`src/rtl/cam_frame_seq_if.sv`:
```
// cam_frame_seq_if
// Bundles the control, camera and packer-side signals of the frame capture
// sequencer so the sequencer and whatever drives it share one port.
//   master : drives start/abort/frame_num and the raw camera timing inputs,
//            observes the write gate, counters and status pulses.
//   slave  : the sequencer itself (mirror image of master).
// Signals:
//   start, abort     single-cycle command strobes
//   frame_num[7:0]   frames to capture, 0 = continuous
//   cam_vsync        camera vsync (rising edge = frame boundary)
//   cam_href         camera line-valid
//   wr_en            pixel write gate to the packer
//   pix_cnt[CW-1:0]  pixel index within the current line
//   line_cnt[CW-1:0] completed lines in the current frame
//   frame_start      one-cycle pulse, a capture frame begins
//   frame_done       one-cycle pulse, a captured frame ended
//   frame_err        one-cycle pulse with frame_done on geometry mismatch
//   frames_cap[7:0]  frames completed since the last accepted start
//   busy             sequencer not idle
interface cam_frame_seq_if #(
    parameter int CW = 12
);
    logic          start;
    logic          abort;
    logic [7:0]    frame_num;
    logic          cam_vsync;
    logic          cam_href;
    logic          wr_en;
    logic [CW-1:0] pix_cnt;
    logic [CW-1:0] line_cnt;
    logic          frame_start;
    logic          frame_done;
    logic          frame_err;
    logic [7:0]    frames_cap;
    logic          busy;

    modport master (
        output start, abort, frame_num, cam_vsync, cam_href,
        input  wr_en, pix_cnt, line_cnt, frame_start, frame_done, frame_err,
               frames_cap, busy
    );

    modport slave (
        input  start, abort, frame_num, cam_vsync, cam_href,
        output wr_en, pix_cnt, line_cnt, frame_start, frame_done, frame_err,
               frames_cap, busy
    );
endinterface

```
`src/rtl/cam_frame_seq.sv`:
```
// cam_frame_seq
// Frame capture sequencer for the OV5640 input path. cam_vsync/cam_href are
// brought into clk with two flops each, and their edges are taken from the
// two flop outputs. After start the sequencer throws away SKIP_FRAMES whole
// frames while exposure settles, then gates pixels to the packer for
// frame_num frames (or forever when frame_num is 0), checking each frame's
// geometry against H_PIXELS x V_LINES.
// Ports:
//   clk    system clock
//   rst_n  asynchronous active-low reset
//   bus    cam_frame_seq_if.slave (commands, camera timing, gate, counters,
//          status pulses)
module cam_frame_seq #(
    parameter int SKIP_FRAMES = 10,
    parameter int H_PIXELS    = 640,
    parameter int V_LINES     = 480,
    parameter int CW          = 12
) (
    input logic            clk,
    input logic            rst_n,
    cam_frame_seq_if.slave bus
);
    localparam int SW = (SKIP_FRAMES > 0) ? $clog2(SKIP_FRAMES + 1) : 1;

    typedef enum logic [1:0] {
        S_IDLE,
        S_WAIT,
        S_CAPTURE
    } state_e;

    state_e        state_q, state_d;
    logic          vs_r1_q, vs_r2_q, hr_r1_q, hr_r2_q;
    logic [7:0]    target_q, target_d;
    logic [7:0]    frames_cap_q, frames_cap_d;
    logic [SW-1:0] skip_cnt_q, skip_cnt_d;
    logic [CW-1:0] pix_cnt_q, pix_cnt_d;
    logic [CW-1:0] line_cnt_q, line_cnt_d;
    logic          err_flag_q, err_flag_d;
    logic          line_open_q, line_open_d;
    logic          frame_start_q, frame_start_d;
    logic          frame_done_q, frame_done_d;
    logic          frame_err_q, frame_err_d;

    logic vs_rise, hr_rise, hr_fall, in_cap, wr_en;

    always_comb begin
        // NOTE: every signal written here gets a default first; a path that
        // leaves one unassigned would infer a latch.
        vs_rise       = vs_r1_q & ~vs_r2_q;
        hr_rise       = hr_r1_q & ~hr_r2_q;
        hr_fall       = ~hr_r1_q & hr_r2_q;
        in_cap        = (state_q == S_CAPTURE);
        wr_en         = in_cap & hr_r2_q;

        state_d       = state_q;
        target_d      = target_q;
        frames_cap_d  = frames_cap_q;
        skip_cnt_d    = skip_cnt_q;
        pix_cnt_d     = pix_cnt_q;
        line_cnt_d    = line_cnt_q;
        err_flag_d    = err_flag_q;
        line_open_d   = line_open_q;
        frame_start_d = 1'b0;
        frame_done_d  = 1'b0;
        frame_err_d   = 1'b0;

        // Pixel counter: restarts with each line, counts gated pixels.
        if (hr_rise) begin
            pix_cnt_d = '0;
        end else if (wr_en && (pix_cnt_q != '1)) begin
            pix_cnt_d = pix_cnt_q + 1'b1;
        end

        // Only lines that began inside the capture frame are counted and
        // checked. The length check uses pix_cnt_d so the final pixel of the
        // line (gated in this same cycle) is included.
        if (in_cap) begin
            if (hr_rise) begin
                line_open_d = 1'b1;
            end else if (hr_fall && line_open_q) begin
                line_open_d = 1'b0;
                if (line_cnt_q != '1) begin
                    line_cnt_d = line_cnt_q + 1'b1;
                end
                if (pix_cnt_d != CW'(H_PIXELS)) begin
                    err_flag_d = 1'b1;
                end
            end
        end

        if (bus.abort) begin
            state_d = S_IDLE;
        end else begin
            unique case (state_q)
                S_IDLE: begin
                    if (bus.start) begin
                        state_d      = S_WAIT;
                        target_d     = bus.frame_num;
                        skip_cnt_d   = '0;
                        frames_cap_d = '0;
                        pix_cnt_d    = '0;
                        line_cnt_d   = '0;
                        err_flag_d   = 1'b0;
                        line_open_d  = 1'b0;
                    end
                end
                S_WAIT: begin
                    if (vs_rise) begin
                        if (skip_cnt_q == SW'(SKIP_FRAMES)) begin
                            state_d       = S_CAPTURE;
                            frame_start_d = 1'b1;
                            pix_cnt_d     = '0;
                            line_cnt_d    = '0;
                            err_flag_d    = 1'b0;
                            line_open_d   = hr_rise;
                        end else begin
                            skip_cnt_d = skip_cnt_q + 1'b1;
                        end
                    end
                end
                S_CAPTURE: begin
                    if (vs_rise) begin
                        // Uses the _d values so a line ending in this very
                        // cycle is already counted and checked.
                        frame_done_d = 1'b1;
                        frame_err_d  = err_flag_d | (line_cnt_d != CW'(V_LINES));
                        frames_cap_d = frames_cap_q + 8'd1;
                        if ((target_q != 8'd0) && (frames_cap_q + 8'd1 == target_q)) begin
                            state_d = S_IDLE;
                        end else begin
                            frame_start_d = 1'b1;
                            pix_cnt_d     = '0;
                            line_cnt_d    = '0;
                            err_flag_d    = 1'b0;
                            line_open_d   = hr_rise;
                        end
                    end
                end
                default: state_d = S_IDLE;
            endcase
        end
    end

    // NOTE: sequential state uses non-blocking assignments so every flop
    // samples the pre-edge value of every other flop.
    always_ff @(posedge clk or negedge rst_n) begin
        if (!rst_n) begin
            state_q       <= S_IDLE;
            vs_r1_q       <= 1'b0;
            vs_r2_q       <= 1'b0;
            hr_r1_q       <= 1'b0;
            hr_r2_q       <= 1'b0;
            target_q      <= '0;
            frames_cap_q  <= '0;
            skip_cnt_q    <= '0;
            pix_cnt_q     <= '0;
            line_cnt_q    <= '0;
            err_flag_q    <= 1'b0;
            line_open_q   <= 1'b0;
            frame_start_q <= 1'b0;
            frame_done_q  <= 1'b0;
            frame_err_q   <= 1'b0;
        end else begin
            state_q       <= state_d;
            vs_r1_q       <= bus.cam_vsync;
            vs_r2_q       <= vs_r1_q;
            hr_r1_q       <= bus.cam_href;
            hr_r2_q       <= hr_r1_q;
            target_q      <= target_d;
            frames_cap_q  <= frames_cap_d;
            skip_cnt_q    <= skip_cnt_d;
            pix_cnt_q     <= pix_cnt_d;
            line_cnt_q    <= line_cnt_d;
            err_flag_q    <= err_flag_d;
            line_open_q   <= line_open_d;
            frame_start_q <= frame_start_d;
            frame_done_q  <= frame_done_d;
            frame_err_q   <= frame_err_d;
        end
    end

    // wr_en and busy decode flops only; no camera input reaches them
    // combinationally.
    assign bus.wr_en       = wr_en;
    assign bus.pix_cnt     = pix_cnt_q;
    assign bus.line_cnt    = line_cnt_q;
    assign bus.frame_start = frame_start_q;
    assign bus.frame_done  = frame_done_q;
    assign bus.frame_err   = frame_err_q;
    assign bus.frames_cap  = frames_cap_q;
    assign bus.busy        = (state_q != S_IDLE);
endmodule

```
`src/flat_wrapper.sv`:
```
// flat-port wrapper written by rule: the top's interface ports become plain ports
module cam_frame_seq_flat 
#(
    parameter int SKIP_FRAMES = 10,
    parameter int H_PIXELS    = 640,
    parameter int V_LINES     = 480,
    parameter int CW          = 12
)
  (clk, rst_n, bus_start, bus_abort, bus_frame_num, bus_cam_vsync, bus_cam_href, bus_wr_en, bus_pix_cnt, bus_line_cnt, bus_frame_start, bus_frame_done, bus_frame_err, bus_frames_cap, bus_busy);
  cam_frame_seq_if #(.CW(CW)) bus_i ();
  input logic clk;
  input logic rst_n;
  input wire logic [$bits(bus_i.start)-1:0] bus_start;
  input wire logic [$bits(bus_i.abort)-1:0] bus_abort;
  input wire logic [$bits(bus_i.frame_num)-1:0] bus_frame_num;
  input wire logic [$bits(bus_i.cam_vsync)-1:0] bus_cam_vsync;
  input wire logic [$bits(bus_i.cam_href)-1:0] bus_cam_href;
  output wire logic [$bits(bus_i.wr_en)-1:0] bus_wr_en;
  output wire logic [$bits(bus_i.pix_cnt)-1:0] bus_pix_cnt;
  output wire logic [$bits(bus_i.line_cnt)-1:0] bus_line_cnt;
  output wire logic [$bits(bus_i.frame_start)-1:0] bus_frame_start;
  output wire logic [$bits(bus_i.frame_done)-1:0] bus_frame_done;
  output wire logic [$bits(bus_i.frame_err)-1:0] bus_frame_err;
  output wire logic [$bits(bus_i.frames_cap)-1:0] bus_frames_cap;
  output wire logic [$bits(bus_i.busy)-1:0] bus_busy;
  assign bus_i.start = bus_start;
  assign bus_i.abort = bus_abort;
  assign bus_i.frame_num = bus_frame_num;
  assign bus_i.cam_vsync = bus_cam_vsync;
  assign bus_i.cam_href = bus_cam_href;
  assign bus_wr_en = bus_i.wr_en;
  assign bus_pix_cnt = bus_i.pix_cnt;
  assign bus_line_cnt = bus_i.line_cnt;
  assign bus_frame_start = bus_i.frame_start;
  assign bus_frame_done = bus_i.frame_done;
  assign bus_frame_err = bus_i.frame_err;
  assign bus_frames_cap = bus_i.frames_cap;
  assign bus_busy = bus_i.busy;
  cam_frame_seq #(.SKIP_FRAMES(SKIP_FRAMES), .H_PIXELS(H_PIXELS), .V_LINES(V_LINES), .CW(CW)) u_core (.clk(clk), .rst_n(rst_n), .bus(bus_i));
endmodule
```
`config.mk`:
```
export PLATFORM = sky130hd
export DESIGN_NAME = cam_frame_seq_flat
export DESIGN_NICKNAME = d
export VERILOG_FILES = /design/src/rtl/cam_frame_seq_if.sv /design/src/rtl/cam_frame_seq.sv /design/src/flat_wrapper.sv
export SDC_FILE = /design/constraint.sdc
export NUM_CORES = 1
export LEC_CHECK = 0
export BUFFER_PORTS_ARGS = -buffer_cell sky130_fd_sc_hd__buf_2
export CORE_ASPECT_RATIO = 0.8
export CORE_MARGIN = 8
export CORE_UTILIZATION = 47
export CTS_BUF_LIST = sky130_fd_sc_hd__clkbuf_4
export DETAILED_ROUTE_END_ITERATION = 10
export PLACE_DENSITY = 0.68
export REMOVE_ABC_BUFFERS = 1
export SLEW_MARGIN = 10
export SYNTH_ARGS = -nofsm -noshare
export SYNTH_HDL_FRONTEND = slang
export SYNTH_SLANG_ARGS = --single-unit
export TNS_END_PERCENT = 10
```
`constraint.sdc`:
```
create_clock -name clk -period 4.1 [get_ports clk]
set_clock_uncertainty 0.15 [all_clocks]
set_input_delay 0.82 -clock clk [delete_from_list [all_inputs] [get_ports clk]]
set_output_delay 0.82 -clock clk [all_outputs]
set_load 0.1 [all_outputs]
```
== Word-level counts from Yosys, hierarchy flattened ==
Cells that the tools add are included.

* Flip-flop bits (word level): 55
* Input bits: 14
* Logic and storage cells: 124

* Add/sub/neg operators: 4
* Eq/ne operators: 17
* Multiplexer cells: 67
* Bitwise operators: 9
* Reductions and logical operators: 12

{| class="wikitable"
|+ Operators by type and width
! operator !! number
|-
| $mux W12 || 18
|-
| $pmux W12 S3 || 2
|-
| $mux W1 || 30
|-
| $add A12 B1 Y12 const B || 2
|-
| $ne A12 B12 Y1 const B || 2
|-
| $mux W8 || 2
|-
| $pmux W8 S2 || 1
|-
| $mux W2 || 6
|-
| $mux W4 || 3
|-
| $ne A12 B10 Y1 const B || 1
|-
| $ne A12 B9 Y1 const B || 1
|-
| $reduce_and A5 Y1 || 2
|-
| $ne A3 B2 Y1 const B || 3
|-
| $add A8 B1 Y8 const B || 1
|-
| $eq A8 B8 Y1 || 1
|-
| $pmux W4 S2 || 1
|-
| $reduce_bool A8 Y1 || 1
|-
| $ne A3 B3 Y1 const B || 2
|-
| $pmux W1 S3 || 2
|-
| $pmux W2 S3 || 1
|-
| $reduce_bool A2 Y1 || 3
|-
| $add A4 B1 Y4 const B || 1
|-
| $and A1 B1 Y1 || 4
|-
| $eq A4 B4 Y1 const B || 1
|-
| 11 further kinds || 18
|}

== Logic depth before layout (Yosys ltp) ==
Gate-level depths: netlist of run 1.

* Depth in word-level cells: 14
* Mapped depth: 9
* Gate-level depth less buffers: 9

== Least setup slack after synthesis of run 1 ==
OpenSTA, ideal clock, no wires.

* Path kind: reg2reg
* Start: register u_core.frames_cap_q[0] (netlist: u_core.bus.frames_cap[0])
* End: register u_core.pix_cnt_q[2] (netlist: u_core.bus.pix_cnt[2])
* Setup time: 82 ps
* Arrival: 2,787 ps
* Setup slack: 1,081 ps
* Stages on the path, launching flop included: 9
* Period minus slack after synthesis: 3,019 ps
* Path through: dfrtp_1 -> ha_1 -> nand3_1 -> nor2_1 -> xor3_1 -> nor4_4 -> a21oi_2 -> buf_6 -> nor3_2

* Word-level cells in the longest chain between the ends: 7

{| class="wikitable"
|+ RTL lines
! element !! RTL line !! source
|-
| start, declared || cam_frame_seq.sv:34 || <nowiki>logic [7:0] frames_cap_q, frames_cap_d;</nowiki>
|-
| start signal, assigned || cam_frame_seq.sv:170 || <nowiki>frames_cap_q <= frames_cap_d;</nowiki>
|-
| $add A8 B1 Y8 || cam_frame_seq.sv:128 || <nowiki>if ((target_q != 8'd0) && (frames_cap_q + 8'd1 == target_q)) begin</nowiki>
|-
| $eq A8 B8 Y1 || cam_frame_seq.sv:128 ||
|-
| $logic_and A1 B1 Y1 || cam_frame_seq.sv:128 ||
|-
| $mux W12 || cam_frame_seq.sv:128 ||
|-
| $mux W12 || cam_frame_seq.sv:122 || <nowiki>if (vs_rise) begin</nowiki>
|-
| $pmux W12 S3 || cam_frame_seq.sv:94 || <nowiki>unique case (state_q)</nowiki>
|-
| $mux W12 || cam_frame_seq.sv:91 || <nowiki>if (bus.abort) begin</nowiki>
|-
| via u_core.pix_cnt_d[2] || cam_frame_seq.sv:36 || <nowiki>logic [CW-1:0] pix_cnt_q, pix_cnt_d;</nowiki>
|-
| end signal, assigned || cam_frame_seq.sv:172 || <nowiki>pix_cnt_q <= pix_cnt_d;</nowiki>
|-
| end, declared || cam_frame_seq.sv:36 ||
|}

The timed path passes the listed nets, and every way through them passes these cells.
A chain may end at the register's enable or synchronous reset.

== Final worst setup path of run 1 ==
* Start: register u_core.state_q[0]
* End: output port bus_wr_en

* Word-level cells in the longest chain between the ends: 2

{| class="wikitable"
|+ RTL lines
! element !! RTL line !! source
|-
| start, declared || cam_frame_seq.sv:31 || <nowiki>state_e state_q, state_d;</nowiki>
|-
| start signal, assigned || cam_frame_seq.sv:164 || <nowiki>state_q <= state_d;</nowiki>
|-
| $eq A2 B2 Y1 || cam_frame_seq.sv:52 || <nowiki>in_cap = (state_q == S_CAPTURE);</nowiki>
|-
| $and A1 B1 Y1 || cam_frame_seq.sv:53 || <nowiki>wr_en = in_cap & hr_r2_q;</nowiki>
|-
| end, declared || flat_wrapper.sv:18 || <nowiki>output wire logic [$bits(bus_i.wr_en)-1:0] bus_wr_en;</nowiki>
|}

Every way passes these cells.

==> results.md, run 1 <==
Outcome:
- The run finished with clean final reports.

Worst setup path:
- The most critical setup path has its startpoint at u_core.state_q[0].
- The register-to-register setup slack is 1.15 ns.
- The worst register-to-register path begins at u_core.state_q[0].
- The critical path data required time is approximately 3.1 ns.
- The start-to-end type of the worst setup path is flip-flop to primary output.
- The maximum fanout count along the critical path is 16.
- The worst setup path is captured at a primary output.
- STA puts the critical path data arrival time at 2.19 ns.
- Measured in cells, the most critical reg-to-reg path has a length of 8.
- The worst setup path is launched from a flip-flop.
- In this run the critical register-to-register path is captured at u_core.bus.frame_err.

Global route:
- The layer flagged by global routing as most heavily used is met2.
- The via count of the first global-routing pass was between 2000 and 3000.
- The largest net degree at the start of global routing is 37.
- In the global route stage, overall resource usage came out at between 10% and 20%.
- Global routing used 22.64% of the available met1 tracks.
- The wire length of the first global-routing pass is 13410 um.
- The global routing usage on met2 is between 20% and 30%.
- The number of antenna violations at the first check in global routing came to 0.
- For this run the aggregate overflow at the end of global routing stands at 0.
- The global routing usage on met3 is 3.516%.

CTS:
- The number of buffers created by CTS is 5.
- The maximum level of the CTS H-tree is 2.
- The CTS sink count is 55.
- Clock-pin slew was measured on the worst setup and hold paths at 0.15 ns.
- The maximum buffer depth of the clock tree is 2.
- The number of post-CTS setup repair buffers is 0.
- The tree is rooted in a clkbuf_4.
- After clock tree synthesis, the repair step resized 0 gates.
- The clock tree from TritonCTS is done.
- The clock reaches the later pin of the worst-skew pair after ~0.35 ns.
- For this design, the CTS-stage hold fixing added 0 buffers.

Power:
- The overall power consumption is 1.423 mW.
- The design internal power is between 0.8 and 0.9 mW.
- The switching portion of total power is 39.29%.
- The share of total power in combinational logic is 36.0%.
- The clock share of power is 15.7%.
- Summed over all cells, the static leakage comes to about 1.7 nW.
- In this run, flip-flops and latches consume 48.3% of the power.
- The switching power summed over all nets is 0.5592 mW.
- In this run the power density over the cells is about 380 nW/um2.
- The largest vdd supply drop is ~0.00044 V.

Route:
- The iteration count of the initial detailed-routing pass is 4.
- The first routing iteration left 196 violations.
- The final layout contains routed wiring with a total length of 7754 um.
- In the routed design, unresolved DRC markers number 0.
- Once detail routing completed, the nets flagged for antenna violations numbered 0.
- The detailed router placed about 2800 vias in this run.
- In the final routed layout, each cell accounts on average for about 16 um.
- The detail-routed via count per cell is 5.779.

Flow run:
- The tool flagged a number of max-cap violations equal to 0.

Worst hold path:
- The sink of the worst hold path is u_core.vs_r2_q.
- The hold path depth is 0.
- The worst hold path belongs to the class flip-flop to flip-flop.
- The startpoint of the tightest hold check path is u_core.vs_r1_q.

STA:
- The number of max-slew violations in the final report came to 0.
- Headroom to the max-slew limit came out at 46.59%.
- For the pin with the worst max-slew slack, the measured transition is 0.8011 ns.
- The clock period minus worst slack is 3.156 ns.
- The final setup TNS is 0 ns.
- The worst hold slack is 0.2636 ns.
- Setup repair after global routing left no endpoint under its margin.
- The number of endpoints with negative hold slack in the final report is 0.
- In the finished design, the share of the clock period the worst path needs comes to 76.97%.
- Setup violations remaining at the end of the flow were counted as 0.
- The maximum operating frequency is 316.9 MHz.

Logic synthesis:
- The post-synthesis cell type with the largest combined area is dfrtp_1.
- In this run the cell area of the synthesized design comes to around 3400 um2.
- The count of synthesis-stage warnings from yosys is 0.
- The number of cells produced by synthesis is 354.
- For this run, the register share of the synthesized area comes to 40.73%.
- The count of flip-flops with a built-in enable after synthesis is 0.
- The mean instance size in the synthesized netlist is around 9.5 um2.
- The top cell type's share of synthesized area is 40.73%.
- The proportion of synthesized flip-flops having asynchronous set or reset is 100.0%.
- The synthesized design contains 55 register bits.
- By area the synthesized netlist is led by dfrtp_1 (41%), nand2_1 (3.8%), ha_1 (3.7%), xnor2_1 (3.6%), nor2_1 (3.4%).
- The most used flip-flop cell after synthesis is dfrtp_1.
- Counting distinct cell types in the post-synthesis netlist gives between 60 and 70.

Floorplanning:
- The count of boundary I/O pins is 51.
- The floorplan die area is 10180 um2.
- Measured along the x axis, the die boundary spans 110.8 um.
- Measured along the y axis, the die boundary spans 91.85 um.
- The starting utilization of the core area is 48.80%.
- The site row count is 27.
- The area of the placeable core is 6925 um2.

Placement:
- The global placer's final weighted congestion is ~0.9.
- The count of buffers added on input and output ports is 50.
- Once detailed placement completed, the half-perimeter wirelength came to 6020 um.

Layout:
- Registers take 1376 um2.
- 0 antenna diodes ended up in the layout.
- The area of combinational cells with multiple inputs is 1891 um2.
- The final layout net count is 424.
- The count of fill cells added during filler insertion is 640.
- The share of final-layout standard cells stronger than drive strength 1 is 20.45%.
- From synthesis to final layout, the design area changed by 10.63%.
sequential cells by signal, summed over array words and instances (netlist names), 2 cells and up:
name / count
u_core.bus.frames_cap: 8
u_core.bus.line_cnt: 12
u_core.target_q: 8
u_core.skip_cnt_q: 4
u_core.bus.pix_cnt: 12
u_core.state_q: 2
power by group through the flow:
stage	clock network, mW	logic (mW)	registers, mW
after floorplan	0	0.374	0.705
after global placement	0	0.508	0.693
after detailed placement	0	0.515	0.698
after CTS	0.237	0.517	0.687
after global routing	0.260	0.570	0.699
final	0.223	0.512	0.688
routing by layer:
metal,share of wire (%),up-vias
met5,0,-
met4,0.52,0
li1,-,1381
met3,6.2,2
met2,44,76
met1,49,1361
worst max-delay path by stage:
stage,slack (ns),to,cells past startpoint
floorplan,0.87,u_core.bus.pix_cnt[11],7
finish,0.94,bus_wr_en,5
CTS,0.91,bus_wr_en,5
global route,0.78,bus_wr_en,5
global placement,1.31,u_core.bus.frame_err,8
detailed placement,1.20,u_core.bus.frame_err,8
Yosys cell counts, types with 2 or more instances:
master / n
dfrtp_1: 55
nand2_1: 34
nor2_1: 31
o21ai_0: 19
nand3_1: 14
xnor2_1: 14
xor2_1: 12
ha_1: 10
inv_1: 10
nand2b_1: 10
and3_1: 9
mux2_2: 8
a21oi_1: 7
mux2i_1: 7
nor4_1: 7
nor3_1: 6
and4_1: 5
nor2b_1: 5
o31ai_1: 5
a211oi_1: 4
a31oi_1: 4
and2_1: 4
buf_2: 4
clkbuf_1: 4
nand4_1: 4
nor3_2: 4
a22o_1: 3
a41oi_1: 3
nand3b_1: 3
a211oi_2: 2
a21boi_0: 2
a21o_1: 2
a31o_2: 2
a32o_1: 2
a41o_1: 2
and3b_1: 2
buf_4: 2
clkbuf_2: 2
nand4b_1: 2
nor3b_1: 2
o211ai_1: 2
o22ai_1: 2
or2_2: 2
or3_1: 2
cells in the final DEF (no fill, tap or decap), types with 5 or more instances in the layout:
cell type / count
a21oi_1: 7
and3_1: 9
and4_1: 5
buf_2: 50
clkbuf_4: 6
dfrtp_1: 55
ha_1: 10
inv_1: 10
mux2_2: 8
mux2i_1: 7
nand2_1: 34
nand2b_1: 10
nand3_1: 14
nor2_1: 31
nor2b_1: 5
nor3_1: 6
nor4_1: 7
o21ai_0: 19
o31ai_1: 5
xnor2_1: 14
xor2_1: 12
stage by stage:
step                utilization, %  setup slack (ns)  cell area (um2)  cells
finish                       53.98            0.9443             3739    488
global route                 53.98            0.7751             3739    488
CTS                          53.98            0.9103             3739    488
detailed placement           53.22             1.195             3686    480
global placement             53.22             1.306             3686    480
floorplan                        -            0.8677             3304    340
cell type report:
| type | count | area share [%] |
|---|---|---|
| Clock inverter | 2 | 0.2008 |
| Tap cell | 87 | 2.912 |
| Sequential cell | 55 | 36.81 |
| Clock buffer | 6 | 1.205 |
| Inverter | 10 | 1.004 |
| Timing Repair Buffer | 53 | 7.296 |
| Multi-Input combinational cell | 275 | 50.57 |
worst max-delay path, stage by stage (launching register included):
cell and delay [ns]:
dfrtp_1 0.46, inv_1 0.10, ha_1 0.51, nand2_1 0.22, inv_1 0.12, buf_2 0.43
cells by family after synthesis:
family / Yosys count / synth area share [%]
compound gates: 71 / 15.18
xor+xnor: 27 / 7.442
fa+ha+maj: 10 / 3.702
buf+inv: 24 / 3.332
flops: 55 / 40.73
mux: 15 / 4.739
simple gates: 152 / 24.88
Note: power is estimated with default switching activity, not from simulation.
==> run 2, diff against run 1 <==
--- a/config.mk
+++ b/config.mk
@@ -11,7 +11,7 @@
 export CORE_UTILIZATION = 47
 export CTS_BUF_LIST = sky130_fd_sc_hd__clkbuf_4
 export DETAILED_ROUTE_END_ITERATION = 10
-export PLACE_DENSITY = 0.68
+export PLACE_DENSITY = 0.7
 export REMOVE_ABC_BUFFERS = 1
 export SLEW_MARGIN = 10
 export SYNTH_ARGS = -nofsm -noshare
==> constraint.sdc (replaced) <==
create_clock -name clk -period 2.84 [get_ports clk]
set_clock_uncertainty 0.15 [all_clocks]
set_input_delay 0.568 -clock clk [delete_from_list [all_inputs] [get_ports clk]]
set_output_delay 0.568 -clock clk [all_outputs]
set_load 0.1 [all_outputs]
==> run 2 against run 1 <==
Compared with the run above: hold slack worse by 0.23 ns; power increased by 48%; largest cell class unchanged; routed wire length is 4.4% higher; critical path type is now flip-flop to flip-flop; via count grew 2.8%.
==> results.md, run 2 (same netlist as run 1, synthesis figures left out) <==
Outcome:
- The run finished with clean final reports.

CTS:
- Clock tree synthesis selected as its root buffer the cell clkbuf_4.
- The quantity of hold-fixing buffers added after cts is 0 (unchanged).
- The number of buffers created by CTS is 5 (unchanged).
- The maximum buffer depth of the clock tree came to 2 (unchanged).
- The number of post-CTS setup repair buffers is 0 (unchanged).
- The clock slew at the register clock pins of the worst setup and hold paths was 0.16 ns (about the same).
- The clock tree from TritonCTS is done.
- The CTS sink count is 55 (unchanged).
- The maximum level of the CTS H-tree is 2 (unchanged).
- The insertion delay of the later-clocked pin in the worst-skew pair is 0.37 ns (+0.02 ns).

STA:
- The transition time at the pin with the least slew margin was 0.6306 ns (-0.1705 ns).
- Setup repair after global routing left no endpoint under its margin.
- The part of the cycle the worst path needs is between 90% and 100%.
- The post-route worst setup slack was 0.1466 ns (-0.7976 ns).
- The number of failing setup endpoints in the final timing report was 0 (unchanged).
- The worst hold slack was 0.03177 ns (-0.2318 ns).
- The number of endpoints with negative hold slack in the final report is 0 (unchanged).
- The clock period minus worst slack is between 2 and 3 ns.
- The tightest slew margin relative to the limit is 57.96% (+11 points).
- Based on the critical path, the design can be clocked at up to 371.3 MHz.
- The number of max-slew violations in the final report is 0 (unchanged).

Route:
- The via count of the routed design is 2898 (+2.8%).
- The number of remaining DRC errors is 0 (unchanged).
- The total wire length is 8098 um (+4.4%).
- The iteration count of the initial detailed-routing pass is 5 (+1).
- The detail-routed via count per cell is 5.866 (+1.5%).
- The count of routing violations after the opening detailed-route iteration came to 210 (+7.1%).
- The antenna violation net count after detailed routing is 0 (unchanged).
- The post-detailed-route wirelength per cell is 16.39 um (+3.2%).

Worst setup path:
- The most frequent cell on the critical path is nor4_1.
- STA classifies the critical path startpoint as a flip-flop.
- The maximum fanout count along the critical path is 9 (-7).
- The maximum single-stage delay on the critical path is 0.45 ns (-0.06 ns).
- The register-to-register setup slack is 0.15 ns (-1.00 ns).
- The worst setup path is captured at a flip-flop.
- The start-to-end type of the worst setup path is flip-flop to flip-flop.
- Among cell families on the critical path, the largest total delay comes from simple AND/OR/NAND/NOR gates.
- The slowest stage of the critical path belongs to the cell dfrtp_1.
- The critical path arrival is 2.81 ns (+0.62 ns).
- The critical path buffer and inverter count came to 1 (-2).
- The critical path data required time is 2.96 ns (-0.17 ns).
- The signal on the critical path passes through inv_1 > ha_1 > nand4b_1 > nor4_1 > mux2i_1 > o2111ai_1 > nor4_1 > a31oi_1.

Layout:
- The diode insertion count for antenna repair is 0 (unchanged).
- The count of fill cells added during filler insertion is 619 (-3.3%).
- Leaving out fill and tap cells, the most frequent cell in the layout is dfrtp_1.
- The top cell types in the final layout, fill and taps aside, are dfrtp_1 (55), buf_2 (49), nand2_1 (34).
- The final layout net count is 431 (+1.7%).
- The area overhead of the layout relative to synthesis is 12.66%.
- The share of final-layout standard cells stronger than drive strength 1 is 21.87% (+1.4 points).
- The share of the core filled with cells is 54.98% (+0.99 points).

Floorplanning:
- The count of boundary I/O pins is 51 (unchanged).
- The area of the placeable core was 6925 um2 (unchanged).
- The floorplan die area is 10180 um2 (unchanged).
- The width of the die came to 110.8 um (unchanged).
- The site row count is 27 (unchanged).
- The starting utilization of the core area is 48.80% (unchanged).
- The vertical die dimension was 91.85 um (unchanged).

Global route:
- The final global-route overflow total was 0 (unchanged).
- The via count of the first global-routing pass is 2786 (+4.6%).
- The wire length of the first global-routing pass came to 13950 um (+4.0%).
- The largest net degree at the start of global routing is 28 (-24%).
- The number of antenna violations at the first check in global routing is 0 (unchanged).
- The all-layer global routing usage was 15.97% (+0.46 points).

Placement:
- The detailed placement HPWL is 6205 um (+3.1%).
- The count of buffers from port buffering is 50 (unchanged).
- The global placer's final weighted congestion was 0.9169 (+2.0%).
- The post-placement setup slack was 0.1274 ns (-1.068 ns).

Power:
- The leakage component of the power is 1.787 nW (+2.1%).
- The largest vdd supply drop is 0.0005943 V (+34%).
- The power density over cell area is 552.9 nW/um2 (+45%).

Worst hold path:
- The min-delay analysis places its worst path in the category primary input to async pin.

Flow run:
- The number of max-cap violations is 0 (unchanged).
run 2: cell count changes in the layout (fill, tap and decap cells not counted), sizes merged:
| cell | change |
|---|---|
| buf | +6 |
run 2: worst paths after layout:
kind	depth (start not counted)	from	endpoint
worst max-delay path	8	u_core.state_q[0]	u_core.bus.frame_err
worst min-delay path	1	rst_n	u_core.bus.line_cnt[0]
worst max register to register	8	u_core.state_q[0]	u_core.bus.frame_err
worst min register to register	0	u_core.vs_r1_q	u_core.vs_r2_q
max in group asynchronous	2	rst_n	u_core.bus.line_cnt[7]
min in group clk	1	bus_cam_href	u_core.hr_r1_q
run 2: worst reg2reg max path, delay by kind of cell, from the launching register on:
family / cells / cell delay, ns
simple gates: 3 / 0.94
flops: 1 / 0.45
fa+ha+maj: 1 / 0.33
mux: 1 / 0.32
compound gates: 2 / 0.31
buf+inv: 1 / 0.11
run 2: metrics by stage:
| stage | power, mW | cells | instance area, um2 | TNS [ns] |
|---|---|---|---|---|
| final | 2.105 | 494 | 3807 | 0 |
| after global routing | 2.233 | 494 | 3807 | 0 |
| after CTS | 2.116 | 494 | 3797 | 0 |
| after detailed placement | 1.789 | 487 | 3751 | 0 |
| after global placement | 1.767 | 487 | 3751 | 0 |
| after floorplan | 1.558 | 340 | 3304 | -7.200 |
run 2: timing repair:
item | 4_1_cts | 5_1_grt
endpoints found under the hold margin | 0 | 0
setup endpoints to repair | 0 | 11
gates resized for setup | 0 | 2
run 2: layout make-up:
| class | count | area (um2) | share of cell area, % |
|---|---|---|---|
| inverter | 10 | 37.54 | 0.9859 |
| timing repair buffer | 60 | 340.3 | 8.939 |
| sequential | 55 | 1376 | 36.15 |
| multi-input combinational | 275 | 1898 | 49.85 |
| clock buffer | 5 | 37.54 | 0.9859 |
| clock inverter | 2 | 8.758 | 0.2300 |
| tap | 87 | 108.9 | 2.859 |
run 2: report_power, final:
group,switching (mW),internal [mW],leakage [nW]
combinational,0.495,0.295,1.02
clock,0.239,0.0887,0.0285
sequential,0.110,0.878,0.739
total,0.844,1.26,1.79
run 2: layer usage:
layer	wire [um]	track usage, %	part of all wire (%)	up-vias
met5	0	0	0	-
li1	-	-	-	1392
met3	486	3.451	6.0	9
met1	4044	23.52	50	1406
met2	3487	22.84	43	91
met4	80	4.265	0.99	0
